### config.mk
export PLATFORM = sky130hd
export DESIGN_NAME = seg7_capture
export DESIGN_NICKNAME = d
export VERILOG_FILES = /design/src/rtl/seg7_capture.sv
export SDC_FILE = /design/constraint.sdc
export NUM_CORES = 1
export LEC_CHECK = 0
export CAP_MARGIN = 20
export CORE_MARGIN = 2
export CORE_UTILIZATION = 30
export DETAILED_ROUTE_END_ITERATION = 16
export PLACE_DENSITY_LB_ADDON = 0.1
export SLEW_MARGIN = 0
export SYNTH_ARGS = -nofsm -noshare
export SYNTH_HDL_FRONTEND = slang
export SYNTH_SLANG_ARGS = --single-unit
### constraint.sdc
create_clock -name clk -period 3.9 [get_ports clk]
set_input_delay 0.585 -clock clk [delete_from_list [all_inputs] [get_ports clk]]
set_output_delay 0.585 -clock clk [all_outputs]
set_load 0.01 [all_outputs]
### src/rtl/seg7_capture.sv
// rtl/seg7_capture.sv - seven-segment bus snooper recovering a multi-digit hex frame (option: SEG7_CAP_DP_EN)
module seg7_capture #(
    parameter int DIGITS     = 4,
    parameter int STABLE_CNT = 4
) (
    input  logic                  clk,
    input  logic                  rst_n,
    input  logic [6:0]            seg_in,
    input  logic [DIGITS-1:0]     dig_sel,
`ifdef SEG7_CAP_DP_EN
    input  logic                  seg_dp,
    output logic [DIGITS-1:0]     dp_out,
`endif
    output logic [4*DIGITS-1:0]   value_out,
    output logic                  valid_out,
    output logic                  frame_err,
    output logic                  busy
);

    localparam int         IW      = (DIGITS > 1) ? $clog2(DIGITS) : 1;
    localparam logic [7:0] CNT_MAX = 8'(STABLE_CNT);

`ifdef SEG7_CAP_DP_EN
    localparam int SW = 8 + DIGITS;
`else
    localparam int SW = 7 + DIGITS;
`endif

    typedef enum logic [1:0] {
        ST_IDLE,
        ST_COLLECT,
        ST_DONE
    } state_t;

    logic [SW-1:0]       in_word;
    logic [SW-1:0]       s_word;
    logic [SW-1:0]       p_word;
    logic [6:0]          s_seg;
    logic [DIGITS-1:0]   s_sel;
    logic [7:0]          cnt;
    logic                sel_onehot;
    logic                same;
    logic                cap;
    logic [IW-1:0]       idx;
    logic [3:0]          cap_nib;
    logic                cap_ill;

    state_t              state, state_n;
    logic [DIGITS-1:0]   mask, mask_n;
    logic [DIGITS-1:0]   err, err_n;
    logic [4*DIGITS-1:0] nib_q, nib_n;
    logic                load;

`ifdef SEG7_CAP_DP_EN
    assign in_word = {seg_dp, dig_sel, seg_in};
`else
    assign in_word = {dig_sel, seg_in};
`endif

    assign s_seg      = s_word[6:0];
    assign s_sel      = s_word[7 +: DIGITS];
    assign sel_onehot = $onehot(s_sel);
    assign same       = (s_word == p_word);

    // A digit is taken exactly once per dwell: on the match that lifts the count to its ceiling.
    assign cap  = same && sel_onehot && (cnt == CNT_MAX - 8'd1);
    assign busy = (state == ST_COLLECT);

    // Returns {illegal, nibble}; unknown patterns decode to nibble 0.
    function automatic logic [4:0] seg_decode(input logic [6:0] p);
        logic [4:0] r;
        case (p)
            7'h3F:   r = 5'h00;
            7'h06:   r = 5'h01;
            7'h5B:   r = 5'h02;
            7'h4F:   r = 5'h03;
            7'h66:   r = 5'h04;
            7'h6D:   r = 5'h05;
            7'h7D:   r = 5'h06;
            7'h07:   r = 5'h07;
            7'h7F:   r = 5'h08;
            7'h67:   r = 5'h09;
            7'h77:   r = 5'h0A;
            7'h7C:   r = 5'h0B;
            7'h39:   r = 5'h0C;
            7'h5E:   r = 5'h0D;
            7'h79:   r = 5'h0E;
            7'h71:   r = 5'h0F;
            default: r = 5'h10;
        endcase
        return r;
    endfunction

    assign {cap_ill, cap_nib} = seg_decode(s_seg);

    // Convert the one-hot select of the current sample into a digit index.
    always_comb begin
        idx = '0;
        for (int k = 0; k < DIGITS; k++) begin
            if (s_sel[k]) idx = IW'(k);
        end
    end

    // Input stage: current sample S and the sample before it P.
    always_ff @(posedge clk or negedge rst_n) begin
        if (!rst_n) begin
            s_word <= '0;
            p_word <= '0;
        end else begin
            s_word <= in_word;
            p_word <= s_word;
        end
    end

    // Stability counter: counts matching one-hot samples, saturates, clears on anything else.
    always_ff @(posedge clk or negedge rst_n) begin
        if (!rst_n) begin
            cnt <= '0;
        end else if (same && sel_onehot) begin
            if (cnt != CNT_MAX) cnt <= cnt + 8'd1;
        end else begin
            cnt <= '0;
        end
    end

    // Frame FSM state register together with the capture mask, error bits and nibble buffer.
    always_ff @(posedge clk or negedge rst_n) begin
        if (!rst_n) begin
            state <= ST_IDLE;
            mask  <= '0;
            err   <= '0;
            nib_q <= '0;
        end else begin
            state <= state_n;
            mask  <= mask_n;
            err   <= err_n;
            nib_q <= nib_n;
        end
    end

    // Next-state logic: fold each capture into the buffer, finish when every digit has been seen.
    always_comb begin
        state_n = state;
        mask_n  = mask;
        err_n   = err;
        nib_n   = nib_q;
        load    = 1'b0;
        case (state)
            ST_IDLE, ST_COLLECT: begin
                if (cap) begin
                    mask_n[idx]                = 1'b1;
                    err_n[idx]                 = cap_ill;
                    nib_n[{idx, 2'b00} +: 4]   = cap_nib;
                    if (mask_n == '1) begin
                        state_n = ST_DONE;
                        load    = 1'b1;
                    end else begin
                        state_n = ST_COLLECT;
                    end
                end
            end
            ST_DONE: begin
                mask_n  = '0;
                err_n   = '0;
                state_n = ST_IDLE;
            end
            default: state_n = ST_IDLE;
        endcase
    end

    // Publish the completed frame; valid_out is high for the DONE cycle only.
    always_ff @(posedge clk or negedge rst_n) begin
        if (!rst_n) begin
            value_out <= '0;
            frame_err <= 1'b0;
            valid_out <= 1'b0;
        end else begin
            valid_out <= load;
            if (load) begin
                value_out <= nib_n;
                frame_err <= |err_n;
            end
        end
    end

`ifdef SEG7_CAP_DP_EN
    logic [DIGITS-1:0] dp_q, dp_n;

    // Decimal point of each captured digit rides along with its nibble.
    always_comb begin
        dp_n = dp_q;
        if (cap && state != ST_DONE) dp_n[idx] = s_word[SW-1];
    end

    // Decimal point buffer and its published copy.
    always_ff @(posedge clk or negedge rst_n) begin
        if (!rst_n) begin
            dp_q   <= '0;
            dp_out <= '0;
        end else begin
            dp_q <= dp_n;
            if (load) dp_out <= dp_n;
        end
    end
`else
`endif

endmodule

**Word level (Yosys, flattened, before mapping)**

Cells that the tools add are included.
Widths: inputs -> output; s select.

- $add $sub $neg: 5
- Div/mod/pow operators: 0
- Equal/unequal tests: 25
- Reduce and logical (&&, ||, !) cells: 8
- $mul: 0
- $lt $le $gt $ge: 2
- Bitwise operators: 1
- Multiplexer cells: 22
- Shift operators: 2

Operators by type and width:

| operator | count |
|---|---|
| $eq 7x7->1 const B | 12 |
| $pmux 5 s16 | 1 |
| $mux 16 | 2 |
| $bwmux 16 | 1 |
| $mux 8 | 2 |
| $pmux 4 s2 | 2 |
| $shift 4x6->16 const A | 1 |
| $shiftx 4x6->16 | 1 |
| $eq 7x3->1 const B | 2 |
| $eq 7x6->1 const B | 2 |
| $eq 11x11->1 | 1 |
| $mux 2 | 5 |
| $add 8x1->8 const B | 1 |
| $eq 8x2->1 const B | 1 |
| $mux 4 | 2 |
| $ne 8x3->1 const B | 1 |
| $neg 4->6 | 1 |
| $mux 1 | 5 |
| $add 1x1->2 | 2 |
| $bwmux 4 | 1 |
| $eq 4x4->1 const B | 1 |
| $or 4x4->4 | 1 |
| $reduce_or 4->1 | 1 |
| $add 2x2->3 | 1 |
| 13 further kinds | 15 |

- Bits in writable memories: 0
- Logic and storage cells: 75
- Memories: 0
- Latch bits: 0
- ROM bits: 0
- Output and inout port bits: 19
- Input port bits: 13
- Flip-flop bits (word level): 74

**Depth between registers and ports, before layout**

Gate-level depths: netlist (run 1).

- Depth in word-level cells: 12
- Mapped depth: 12

**Least setup slack after synthesis (run 1)**

Ideal clock, no wire load.

- Kind: reg2reg
- Start point: register s_word[7]
- End point: register value_out[8]
- Slack: 0.839 ns
- Path buffers: 0
- Arrival: 2.996 ns
- Period minus slack after synthesis: 3.061 ns
- Stages on the path, launching flop included: 12
- Path through: dfrtp_1 > inv_1 > fa_1 > inv_1 > ha_1 > ha_1 > nor3b_1 > nand4_1 > or4_1 > or3_4 > o2bb2ai_2 > mux2_2

- Cells in the longest elaborated chain, start to end: 7

RTL lines:

| element | line | text |
|---|---|---|
| start: declaration | 36 | `logic [SW-1:0] s_word;` |
| start signal: assignment | 110 | `s_word <= in_word;` |
| $add 1x1->2 (not written as such) | 62 | `assign sel_onehot = $onehot(s_sel);` |
| $add 2x2->3 (not written as such) | 62 |  |
| $eq 3x1->1 | 62 |  |
| $logic_and 1x1->1 * (2 in a row) | 66 | `assign cap = same && sel_onehot && (cnt == CNT_MAX - 8'd1);` |
| $mux 16 * | 150 | `if (cap) begin` |
| $mux 16 * | 148 | `case (state)` |
| net nib_n[8] | 51 | `logic [4*DIGITS-1:0] nib_q, nib_n;` |
| end signal: assignment | 180 | `value_out <= nib_n;` |
| end: declaration | 14 | `output logic [4*DIGITS-1:0] value_out,` |

Mark *: on every way through the listed nets, which the timed path passes. The rest lies on a longest branch.
A chain may end at the register's enable or synchronous reset.

**Final worst setup path (run 1)**

- Start point: register s_word[7]
- End point: register value_out[4]

- Cells in the longest elaborated chain, start to end: 7

RTL lines:

| element | line |
|---|---|
| $add 1x1->2 (not written as such) | 62 |
| $add 2x2->3 (not written as such) | 62 |
| $eq 3x1->1 | 62 |
| $logic_and 1x1->1 * (2 in a row) | 66 |
| $mux 16 or $mux 1 (tied branches) | 150 |
| $mux 16 or $mux 1 (tied branches) | 148 |

Mark *: on every way between the ends. The rest lies on a longest branch, timed or not.

==> results.md, run 1 <==
Global routing:
- The initial antenna violation count came to 0.
- The pin count of the biggest net entering global routing is 75.
- The overall global routing resource usage is 13.4%.
- Summed over all layers, the global routing overflow is 0.
- The wire length of the first global-routing pass is 13,400 µm.
- The number of global-route vias before repair is 2,572.

Route:
- The post-detailed-route via-to-cell ratio is 4.88.
- The remaining number of nets flagged by the antenna check after routing is 0.
- The wire length per cell after detailed routing is 14.7 µm.
- After detailed routing, the number of remaining DRC violations is 0.
- The first detailed-routing pass took 4 iterations.
- In this run, the number of DRC markers left after iteration 0 of detailed routing was 116.
- The final layout contains routed wiring with a total length of 7730 µm.
- The total via count in the routed design is 2,570.

Clock network:
- The H-tree generated during clock tree synthesis spans 3 levels.
- The clock transition time at the flip-flop clock pins of the worst setup and hold paths is 60 ps.
- TritonCTS built the clock tree.
- The root buffer cell chosen for the clock tree is sky130_fd_sc_hd__clkbuf_16.
- The number of buffers inserted to repair setup after CTS is 0.
- The tree built by TritonCTS fans out to 74 sinks.
- For the worst-skew pair, the clock arrives at the later sink with an insertion delay of 330 ps.
- Counting the buffers created by CTS gives 9.
- In this run the deepest clock path goes through 2 buffers.
- After clock tree synthesis, the flow added hold-fix buffers numbering 0.
- Gates resized during post-CTS repair numbered 0.

Cells and area:
- The number of nets in the finished design is 401.
- The share of layout cells above drive strength 1 is 8.95%.
- The finished layout holds 527 standard cells, fillers aside.
- The layout overhead on the synthesized area is 20.4%.
- The antenna cell count is 0.
- The number of fillers in the final layout is 1,166.

Outcome:
- The flow ran to the end, and the final reports show no timing, DRC or antenna violations.

Synthesis:
- The cell area that synthesis handed to floorplanning was 0.00360 mm².
- After synthesis, flip-flops and latches occupy 51.5% of the total area.
- The count of state elements after synthesis is 74.
- The number of nets produced by synthesis is 371.
- Among all flip-flop cells after synthesis, the most frequent one is sky130_fd_sc_hd__dfrtp_1.
- The synthesized design contains 0 enable-type register cells.
- The Yosys step of the flow raised 0 warnings.
- The count of distinct cell types in the synthesized netlist is 52.
- Synthesis produced a netlist whose cell count is 345.
- After synthesis, the share of flip-flops with an asynchronous set or reset is 100%.
- The average instance area after synthesis is 10.4 µm².

Setup path:
- In this run the worst setup path begins at s_word[7].
- The worst setup path is launched from a flip-flop.
- The biggest fanout along the worst timing path is 8.
- The type of the worst setup path is flip-flop to flip-flop.
- The startpoint of the worst-slack reg-to-reg timing path is s_word[7].
- The worst endpoint required time is 4120 ps.
- STA classifies the critical path endpoint as a flip-flop.
- At the worst endpoint, the arrival time is 3560 ps.

Power:
- Combinational logic burns 6.2% of the power.
- For this design the static power due to leakage is 1.88 nW.
- The clock network fraction of total power is 46.1%.
- Net switching is 22.3% of the power.
- The switching power total is 0.000376 W.
- The completed layout was analyzed and its total power is 0.00168 W.
- Cell internal power was estimated by the tool at 0.00131 W.
- The worst voltage drop across the vdd grid is 0.171 mV.
- In this run the power density over the cells is 388 mW/mm².
- The share of total power in sequential cells is 47.7%.

Floorplanning:
- The die is 114 µm wide.
- For this configuration, the core starts out at a cell density of 30.3%.
- The standard cell core area is 0.0119 mm².
- Measured along the y axis, the die boundary spans 114 µm.
- The die covers 0.0129 mm².
- The floorplan has 40 rows.
- For this design the top-level I/O count stands at 32.

Timing:
- The number of endpoints with negative hold slack in the final report is 0.
- The max-slew violation total from the final report is 0.
- The minimum clock period after layout is 3340 ps.
- The count of final setup violators is 0.
- Adding up every negative setup slack in the final design gives 0 ps.
- The measured slew at the worst slew-check pin is 935 ps.
- The final worst-path cycle share is 85.7%.
- The headroom to the max-slew limit is 37.6%.
- Setup repair after global routing left no endpoint under its margin.
- The worst-case clock skew is 8.48 ps.
- The maximum operating frequency is 299 MHz.

Place:
- The number of I/O port buffers is 31.
- The congestion estimate from routability-driven global placement came to 0.763.
- The total half-perimeter wirelength after legalization and detailed placement is 5430 µm.
- The placed instance count is 511.

Hold path:
- The worst min-delay path class is input port to asynchronous set/reset pin.

Run:
- The tool flagged a number of max-cap violations equal to 0.
## sequential cells by signal, summed over array words and instances (netlist names)
name and count:
frame_err 1, s_word 11, valid_out 1, state 2, err 4, cnt 8
nib_q 16, p_word 11, value_out 16, mask 4
## layout make-up
type	count	area, µm²	area share [%]
Sequential cell	74	1850	42.7
Multi-Input combinational cell	234	1600	36.9
Timing Repair Buffer	34	330	7.62
Tap cell	147	184	4.24
Inverter	22	82.6	1.91
Clock inverter	2	10.0	0.231
Clock buffer	14	274	6.32
## path summary, 6_finish.rpt
check	to	slack (ps)	cells past startpoint
setup / recovery	value_out[4]	560	10
hold / removal	cnt[0]	360	1
setup reg to reg	value_out[4]	560	10
hold reg to reg	p_word[7]	410	0
max in group asynchronous	cnt[6]	2890	1
min in group clk	p_word[7]	410	0
## critical path: stages, from the launching register on
cell and delay [ps]:
sky130_fd_sc_hd__dfrtp_1 370, sky130_fd_sc_hd__inv_1 70, sky130_fd_sc_hd__fa_1 530, sky130_fd_sc_hd__inv_1 40, sky130_fd_sc_hd__ha_1 170, sky130_fd_sc_hd__ha_1 260
sky130_fd_sc_hd__nor3b_1 260, sky130_fd_sc_hd__nand2_1 100, sky130_fd_sc_hd__nor3_1 510, sky130_fd_sc_hd__and3_1 520, sky130_fd_sc_hd__mux2_2 380
## kinds of logic after synthesis
kind of cell / Yosys count / share of synthesized area (%)
adders and majority gates: 13 / 4.73
buffers and inverters: 37 / 4.07
xor gates and xnor gates: 21 / 5.53
AOI/OAI and AO/OA: 66 / 12.8
muxes: 7 / 2.16
and+or+nand+nor: 127 / 19.3
DFF: 74 / 51.5
## placed cells by master (no fill, tap or decap), types with 8 or more instances in the layout
master	synthesis	layout
sky130_fd_sc_hd__inv_1	22	22
sky130_fd_sc_hd__xnor2_1	13	13
sky130_fd_sc_hd__o21ai_1	11	11
sky130_fd_sc_hd__clkdlybuf4s50_1	0	30
sky130_fd_sc_hd__dfrtp_1	74	74
sky130_fd_sc_hd__clkbuf_16	0	9
sky130_fd_sc_hd__nor2_1	27	27
sky130_fd_sc_hd__o21ai_0	8	8
sky130_fd_sc_hd__nand2_1	31	31
sky130_fd_sc_hd__a2bb2oi_1	11	11
sky130_fd_sc_hd__ha_1	12	12
sky130_fd_sc_hd__nand3_1	10	10
sky130_fd_sc_hd__a21oi_1	12	12
## Yosys cell counts (2+ instances only)
cell type,number,area (µm²)
sky130_fd_sc_hd__inv_1,22,82.6
sky130_fd_sc_hd__o21ai_1,11,55.1
sky130_fd_sc_hd__o2bb2ai_1,4,35.0
sky130_fd_sc_hd__nor2_1,27,101
sky130_fd_sc_hd__o2bb2ai_2,2,30.0
sky130_fd_sc_hd__buf_2,6,30.0
sky130_fd_sc_hd__nand4_1,7,43.8
sky130_fd_sc_hd__o22ai_1,4,25.0
sky130_fd_sc_hd__o32ai_1,2,17.5
sky130_fd_sc_hd__nand2_1,31,116
sky130_fd_sc_hd__mux2_2,6,67.6
sky130_fd_sc_hd__nor3_1,7,35.0
sky130_fd_sc_hd__clkbuf_1,8,30.0
sky130_fd_sc_hd__o21ai_0,8,40.0
sky130_fd_sc_hd__or2_2,3,18.8
sky130_fd_sc_hd__xnor2_1,13,114
sky130_fd_sc_hd__nand3_1,10,50.1
sky130_fd_sc_hd__or4_1,2,15.0
sky130_fd_sc_hd__xnor2_2,2,32.5
sky130_fd_sc_hd__ha_1,12,150
sky130_fd_sc_hd__nor4_1,5,31.3
sky130_fd_sc_hd__dfrtp_1,74,1850
sky130_fd_sc_hd__nor2b_1,2,12.5
sky130_fd_sc_hd__nand4b_1,7,61.3
sky130_fd_sc_hd__nand2b_1,4,25.0
sky130_fd_sc_hd__a21oi_1,12,60.1
sky130_fd_sc_hd__nor3b_1,3,22.5
sky130_fd_sc_hd__a2bb2oi_1,11,96.3
sky130_fd_sc_hd__and3_1,6,37.5
sky130_fd_sc_hd__a211oi_1,3,22.5
sky130_fd_sc_hd__xor2_1,6,52.6
sky130_fd_sc_hd__nand3b_1,5,37.5
## power groups by stage
stage               registers (W)   logic, W  clock network [W]
floorplan                0.000802  0.0000747                  0
global placement         0.000816   0.000107                  0
detailed placement       0.000815   0.000107                  0
CTS                      0.000802   0.000107           0.000798
global route             0.000804   0.000121           0.000845
finish                   0.000802   0.000104           0.000775
## routing by layer
layer / vias to the layer above / part of all wire (%) / GRT usage [%]
li1: 1283 / - / -
met1: 1239 / 51 / 19.0
met2: 37 / 45 / 19.8
met3: 11 / 2.5 / 3.45
met4: 0 / 1.7 / 5.12
met5: - / 0 / 0
## per-stage QoR
stage | hold WS, ps | utilization, % | setup slack [ps] | area (µm²)
final | 360 | 36.5 | 559 | 4330
after detailed placement | 410 | 34.1 | 517 | 4050
after global placement | 404 | 34.1 | 576 | 4050
after global routing | 432 | 36.5 | 170 | 4330
after floorplan | 289 | - | 839 | 3600
after CTS | 418 | 36.5 | 518 | 4330
Power figures use the tool's default switching activity.
==> run 2: changes to the inputs <==
--- a/config.mk
+++ b/config.mk
@@ -6,9 +6,11 @@
 export NUM_CORES = 1
 export LEC_CHECK = 0
 export CAP_MARGIN = 20
+export CORE_ASPECT_RATIO = 0.5
 export CORE_MARGIN = 2
 export CORE_UTILIZATION = 30
 export DETAILED_ROUTE_END_ITERATION = 16
+export GPL_TIMING_DRIVEN = 0
 export PLACE_DENSITY_LB_ADDON = 0.1
 export SLEW_MARGIN = 0
 export SYNTH_ARGS = -nofsm -noshare
==> run 2 against run 1 <==
Compared with the run above:
- global-route usage up 0.40 points
- critical path type unchanged
- final cell count up 5.9%
- hold slack worse by 200 ps
- critical path depth up 2
==> results.md, run 2 (synthesized netlist as in run 1, its figures left out) <==
Outcome:
- The flow ran to the end, and the final reports show no timing, DRC or antenna violations.

Timing:
- The minimum clock period after layout is 3420 ps.
- Once routing completed, OpenROAD measured the worst setup slack at 482 ps.
- For the pin with the worst max-slew slack, the measured transition is 823 ps.
- The max-slew violation total from the final report is 0.
- The maximum operating frequency is 293 MHz.
- Setup repair after global routing left no endpoint under its margin.
- The worst-case clock skew is 6.35 ps.
- Of the available clock period, the critical path in the final layout requires 87.6%.
- The headroom to the max-slew limit is 45.1%.
- The count of final setup violators is 0.
- The number of endpoints with negative hold slack in the final report was 0.

Place:
- The final weighted congestion of routability-driven global placement is 0.854.
- The worst setup slack after placement is 402 ps.
- The number of I/O port buffers is 31.
- The total half-perimeter wirelength after legalization and detailed placement is 5890 µm.

Global routing:
- Entering global routing, the biggest net connects 50 pins.
- The number of global-route vias before repair was 2,639.
- The routing layer with the top usage in global route is met2.
- For this run, global-route usage on met3 was measured as 4.04%.
- The initial antenna violation count came to 0.
- After global routing the overflow that remains totals 0.
- The overall global routing resource usage is 13.8%.
- For this run, global-route usage on met1 was measured as 19.0%.
- The wire length of the first global-routing pass is 13,900 µm.
- Global routing consumed, on the met2 layer, 21.4% of the routing resources.

Cells and area:
- The number of fillers in the final layout is 1,199.
- The largest registers in the layout are nib_q: 16 flops, value_out: 16 flops.
- The layout overhead on the synthesized area is 23.1%.
- The library cell used most frequently in the layout, excluding fill and tap cells, is sky130_fd_sc_hd__dfrtp_1.
- The number of antenna diodes in the final layout is 0.
- The number of nets in the finished design is 414.
- The share of layout cells above drive strength 1 is 10.2%.
- In the layout the commonest cells are sky130_fd_sc_hd__dfrtp_1 (74), sky130_fd_sc_hd__nand2_1 (31), sky130_fd_sc_hd__clkdlybuf4s50_1 (30).

Setup path:
- For the worst flop-to-flop path, the logic depth is 12.
- The worst setup path is of the flip-flop to flip-flop kind.
- In this run the critical register-to-register path is captured at frame_err.
- At the worst endpoint, the required time is 4160 ps.
- Of all nets on the critical path, the largest fanout is 10.
- The kind of start point of the critical path is a flip-flop.
- The worst endpoint data arrival time is 3680 ps.
- For flop-to-flop paths, the worst setup slack is 480 ps.
- STA classifies the critical path endpoint as a flip-flop.
- The startpoint identified for the worst register-to-register timing path is s_word[7].

Floorplanning:
- The overall die height is 81.4 µm.
- The standard cell core area is 0.0118 mm².
- For this configuration, the core starts out at a cell density of 30.6%.
- The die is 159 µm wide.
- The site row count is 28.
- During I/O placement, the number of pins put on the boundary was 32.
- The overall die area is 0.0129 mm².

Run:
- The total of max-cap violations is 0.

Clock network:
- In this run the deepest clock path goes through 2 buffers.
- The number of gates given a new drive strength after cts is 0.
- Buffers added to address setup during post-CTS repair amount to 0.
- The clock transition time at the flip-flop clock pins of the worst setup and hold paths is 60 ps.
- The number of H-tree levels is 3.
- The master cell of the clock root buffer is sky130_fd_sc_hd__clkbuf_16.
- After clock tree synthesis, the flow added hold-fix buffers numbering 0.
- TritonCTS built the clock tree.
- The clock insertion delay at the later pin of the skew report is 330 ps.
- The number of clock buffers inserted by TritonCTS is 9.
- The number of sinks handled by clock tree synthesis is 74.

Route:
- Dividing the detail-routed wire length by the instance count gives 14.7 µm.
- After detailed routing, the number of remaining DRC violations is 0.
- The pre-antenna-repair detailed-routing pass consisted of 4 iterations.
- The detail route stage leaves a number of antenna-violating nets equal to 0.
- The first routing iteration left 79 violations.
- Summed over all layers, the routed wires come to 8180 µm.
- Dividing the detail-routed via count by the number of cells gives 4.68.
- The detailed router placed 2,613 vias in this run.

Power:
- The leakage component of the power is 1.91 nW.
- The worst voltage drop across the vdd grid is 0.184 mV.
- The total power density per cell area is 386 mW/mm².
- Overall power consumption after layout is estimated at 0.00171 W.

Hold path:
- The worst min-delay path class is input port to asynchronous set/reset pin.
## run 2: critical path, cell delays in order, from the launching register on
cell and delay (ps):
sky130_fd_sc_hd__dfrtp_1 380, sky130_fd_sc_hd__inv_1 70, sky130_fd_sc_hd__fa_1 530, sky130_fd_sc_hd__inv_1 40
sky130_fd_sc_hd__ha_1 170, sky130_fd_sc_hd__ha_1 260, sky130_fd_sc_hd__nor3b_1 250, sky130_fd_sc_hd__nand4_1 240
sky130_fd_sc_hd__nor4_1 660, sky130_fd_sc_hd__buf_2 330, sky130_fd_sc_hd__a21oi_1 90, sky130_fd_sc_hd__o211a_1 220
sky130_fd_sc_hd__nor2_1 100
## run 2: metal layers
layer / vias to the layer above / wire [µm]
met5: - / 0
met4: 0 / 100
met3: 11 / 312
met2: 43 / 3520
met1: 1253 / 4240
li1: 1306 / -
## run 2: worst max path at each step
| stage | endpoint | startpoint | depth (start not counted) | slack (ps) |
|---|---|---|---|---|
| floorplan | value_out[8] | s_word[7] | 11 | 840 |
| global placement | mask[0] | rst_n | 1 | -350 |
| detailed placement | value_out[8] | s_word[7] | 11 | 400 |
| CTS | value_out[8] | s_word[7] | 11 | 410 |
| global route | frame_err | s_word[8] | 12 | 120 |
| finish | frame_err | s_word[7] | 12 | 480 |
## run 2: final cells by class
class / instances / area (µm²) / share of cell area (%)
multi-input cells: 234 / 1600 / 36.1
flip-flops and latches: 74 / 1850 / 41.8
inverters: 22 / 82.6 / 1.86
repair buffers: 32 / 335 / 7.57
well taps: 165 / 206 / 4.66
plain buffers: 15 / 63.8 / 1.44
clock inverters: 5 / 37.5 / 0.847
clock buffers: 11 / 253 / 5.70
## run 2: through the flow
step / TNS (ps) / area, µm² / hold WS (ps) / util [%] / std cells
after floorplan: 0 / 3600 / 289 / - / 345
after global placement: -25320 / 4120 / 356 / 35.0 / 541
after detailed placement: 0 / 4140 / 360 / 35.2 / 542
after CTS: 0 / 4430 / 169 / 37.6 / 558
after global routing: 0 / 4430 / 180 / 37.6 / 558
final: 0 / 4430 / 165 / 37.6 / 558
## run 2: power by group
group          leakage (nW)  switching (W)  internal [W]
clock                 0.138       0.000330      0.000468
sequential            0.983      0.0000113      0.000779
combinational         0.791      0.0000737     0.0000506
total                  1.91       0.000415       0.00130
==> run 3: changes to the inputs <==
--- a/config.mk
+++ b/config.mk
@@ -8,7 +8,7 @@
 export CAP_MARGIN = 20
 export CORE_ASPECT_RATIO = 0.5
 export CORE_MARGIN = 2
-export CORE_UTILIZATION = 30
+export CORE_UTILIZATION = 57
 export DETAILED_ROUTE_END_ITERATION = 16
 export GPL_TIMING_DRIVEN = 0
 export PLACE_DENSITY_LB_ADDON = 0.1
==> run 3 against run 2 <==
Compared with the run above:
- total power up 5.2%
- critical path type unchanged
- register-to-register slack got worse by 40 ps
- core utilization rose by 34 points
- worst setup slack worse by 43 ps
- global-route usage grew 11 points
- flip-flop and latch count is the same
==> results.md, run 3 (synthesized netlist as in run 1, its figures left out) <==
Setup path:
- Along the worst path, the maximum fanout reaches 6.
- The nature of the critical path endpoint is a flip-flop.
- The worst register-to-register path begins at s_word[8].
- For the worst setup path, the data arrival time is 3680 ps.
- The slowest cell on the critical path is sky130_fd_sc_hd__nor3_1.
- Across all register-to-register paths, the minimum setup slack is 440 ps.
- The type of the worst setup path is flip-flop to flip-flop.
- The kind of start point of the critical path is a flip-flop.
- In this design, the stage delay of the slowest critical-path cell is 550 ps.
- The worst endpoint required time is 4120 ps.
- Counting cells, the worst reg-to-reg path comes to 11.
- Traced cell by cell, the critical path runs through inv_1, fa_1, inv_1, ha_1, ha_1, nor3b_1, nand2_1, nor3_1, nand3_1, o2bb2ai_2, mux2_2.
- The worst register-to-register path ends at value_out[8].

Clock network:
- In this run, post-CTS repair resized a total of 0 instances.
- The largest buffer count on any clock path is 2.
- The number of buffers inserted to repair setup after CTS is 0.
- The clock transition time at the flip-flop clock pins of the worst setup and hold paths is 60 ps.
- The number of clock buffers inserted by TritonCTS is 9.
- The number of buffers inserted for hold repair after clock tree synthesis is 0.
- TritonCTS built the clock tree.
- CTS placed an instance of sky130_fd_sc_hd__clkbuf_16 at the clock tree root.
- For this design, the sink count on the clock tree is 74.
- The number of H-tree levels is 3.
- Clock latency on the worst-skew pair, taken at its later pin, is 340 ps.

Floorplanning:
- The die is 60.2 µm tall.
- In this run the standard cell core region covers 0.00608 mm².
- The site row count is 20.
- The die is 116 µm wide.
- For this design the top-level I/O count stands at 32.
- The die covers 0.00700 mm².
- The effective utilization at floorplan is 59.2%.

Timing:
- The measured slew at the worst slew-check pin is 908 ps.
- The number of endpoints with negative hold slack in the final report was 0.
- Headroom to the max-slew limit came out at 39.4%.
- The worst hold slack is 371 ps.
- The max-slew violation total from the final report was 0.
- Across the routed clock network, the largest skew measured is 8.26 ps.
- Derived from the worst setup path, the maximum achievable clock frequency is 289 MHz.
- The final critical path takes up 88.7% of the cycle.
- The count of final setup violators is 0.
- The minimum clock period after layout is 3460 ps.
- Setup repair after global routing left no endpoint under its margin.

Cells and area:
- The most common cell after layout, fill and taps aside is sky130_fd_sc_hd__dfrtp_1.
- The number of fillers in the final layout is 431.
- In the layout the commonest cells are sky130_fd_sc_hd__dfrtp_1 (74), sky130_fd_sc_hd__nand2_1 (31), sky130_fd_sc_hd__clkdlybuf4s50_1 (30).
- The layout overhead on the synthesized area is 20.7%.
- The count of cells in the finished layout, fillers not included, comes to 480.
- The repair_antennas step left the layout with diodes totalling 0.
- The number of nets in the finished design is 413.
- The area occupied by registers is 0.00185 mm².
- In the final layout, the registers with the most flip-flops are nib_q: 16 flops, value_out: 16 flops.
- The cell area after layout is 0.00434 mm².
- The share of layout cells above drive strength 1 is 9.95%.
- The multi-input combinational cells in the finished layout cover a total of 0.00160 mm².

Route:
- For this run, design rule violations remaining after detail routing come to 0.
- The routed layout has 2,764 vias.
- The first routing iteration left 217 violations.
- Once detail routing completed, the nets flagged for antenna violations numbered 0.
- The post-detailed-route via-to-cell ratio is 5.76.
- In the final routed layout, each cell accounts on average for 16.1 µm.
- The first TritonRoute pass finished after 5 iterations.
- After detailed routing, the total wire length is 7720 µm.

Power:
- In this run the power density over the cells is 415 mW/mm².
- The analysis attributes to cell leakage a power of 1.92 nW.
- The worst voltage drop across the vdd grid is 0.328 mV.

Place:
- After detailed placement, the design holds a cell count of 464.
- The number of I/O port buffers is 31.
- The placed instances occupy a cell area of 0.00402 mm².
- Routability-driven placement finished with a final weighted congestion of 0.884.
- Summed over all nets, the half-perimeter wirelength after detailed placement is 5180 µm.

Global routing:
- The number of global-route vias before repair is 2,624.
- Across every metal layer, demand over resource in global routing totals 24.9%.
- The aggregate global routing overflow is 0.
- The first global-routing pass estimated 12,700 µm of wire.
- The initial antenna violation count was 0.
- The pin count of the biggest net entering global routing is 75.

Outcome:
- The run finished with clean final reports.

Run:
- The total of max-cap violations is 0.

Hold path:
- The tightest min-delay check is of the input port to asynchronous set/reset pin type.
[run 3: changes by cell type in the layout (fill, tap and decap cells not counted)]
cell	change
sky130_fd_sc_hd__bufinv_16	+2
sky130_fd_sc_hd__clkbuf_8	-2
sky130_fd_sc_hd__clkinvlp_4	-2
sky130_fd_sc_hd__buf_16	-1
sky130_fd_sc_hd__clkinv_4	+1
sky130_fd_sc_hd__inv_6	+1
[run 3: metal layers]
metal	GRT usage, %	vias to the layer above	routed length (µm)
met3	7.30	11	522
li1	-	1304	-
met1	32.2	1340	3510
met5	0	-	0
met2	39.9	109	3590
met4	10.0	0	99
[run 3: cell type report]
type	instances	area share (%)
sequential	74	42.7
buffer	15	1.47
inverter	22	1.90
clock buffer	9	5.19
timing repair buffer	31	7.09
tap	88	2.54
clock inverter	7	2.31
multi-input combinational	234	36.9
[run 3: report_power, final]
part / total (W) / switching [W] / internal [W] / leakage (nW)
sequential: 0.000791 / 0.0000113 / 0.000780 / 0.983
combinational: 0.000121 / 0.0000734 / 0.0000480 / 0.778
clock: 0.000889 / 0.000325 / 0.000565 / 0.160
total: 0.00180 / 0.000409 / 0.00139 / 1.92
[run 3: how the worst max path moves through the flow]
stage               from  cells after the start             to  slack (ps)
6_report       s_word[8]                     11   value_out[8]         440
3_3_place_gp       rst_n                      1  value_out[10]        -110
3_5_place_dp   s_word[8]                     11   value_out[8]         510
5_1_grt        s_word[8]                     12   value_out[5]          60
2_1_floorplan  s_word[7]                     11   value_out[8]         840
4_1_cts        s_word[8]                     11   value_out[8]         480
[run 3: through the flow]
stage | setup TNS [ps] | total power (W) | utilization (%) | setup WS, ps
6_report | 0 | 0.00180 | 71.4 | 439
5_1_grt | 0 | 0.00187 | 71.4 | 61.5
4_1_cts | 0 | 0.00182 | 71.4 | 479
3_5_place_dp | 0 | 0.000924 | 66.0 | 510
3_3_place_gp | -7980 | 0.000918 | 66.1 | -114
2_1_floorplan | 0 | 0.000876 | - | 839
[run 3: critical path, delay by kind of cell (launching register included)]
family | cells | cell delay, ps
AO/OA/AOI/OAI | 1 | 230
adder cells (fa/ha/maj) | 3 | 950
buffers and inverters | 2 | 140
flip-flops | 1 | 420
multiplexers | 1 | 300
AND/OR/NAND/NOR | 4 | 1300
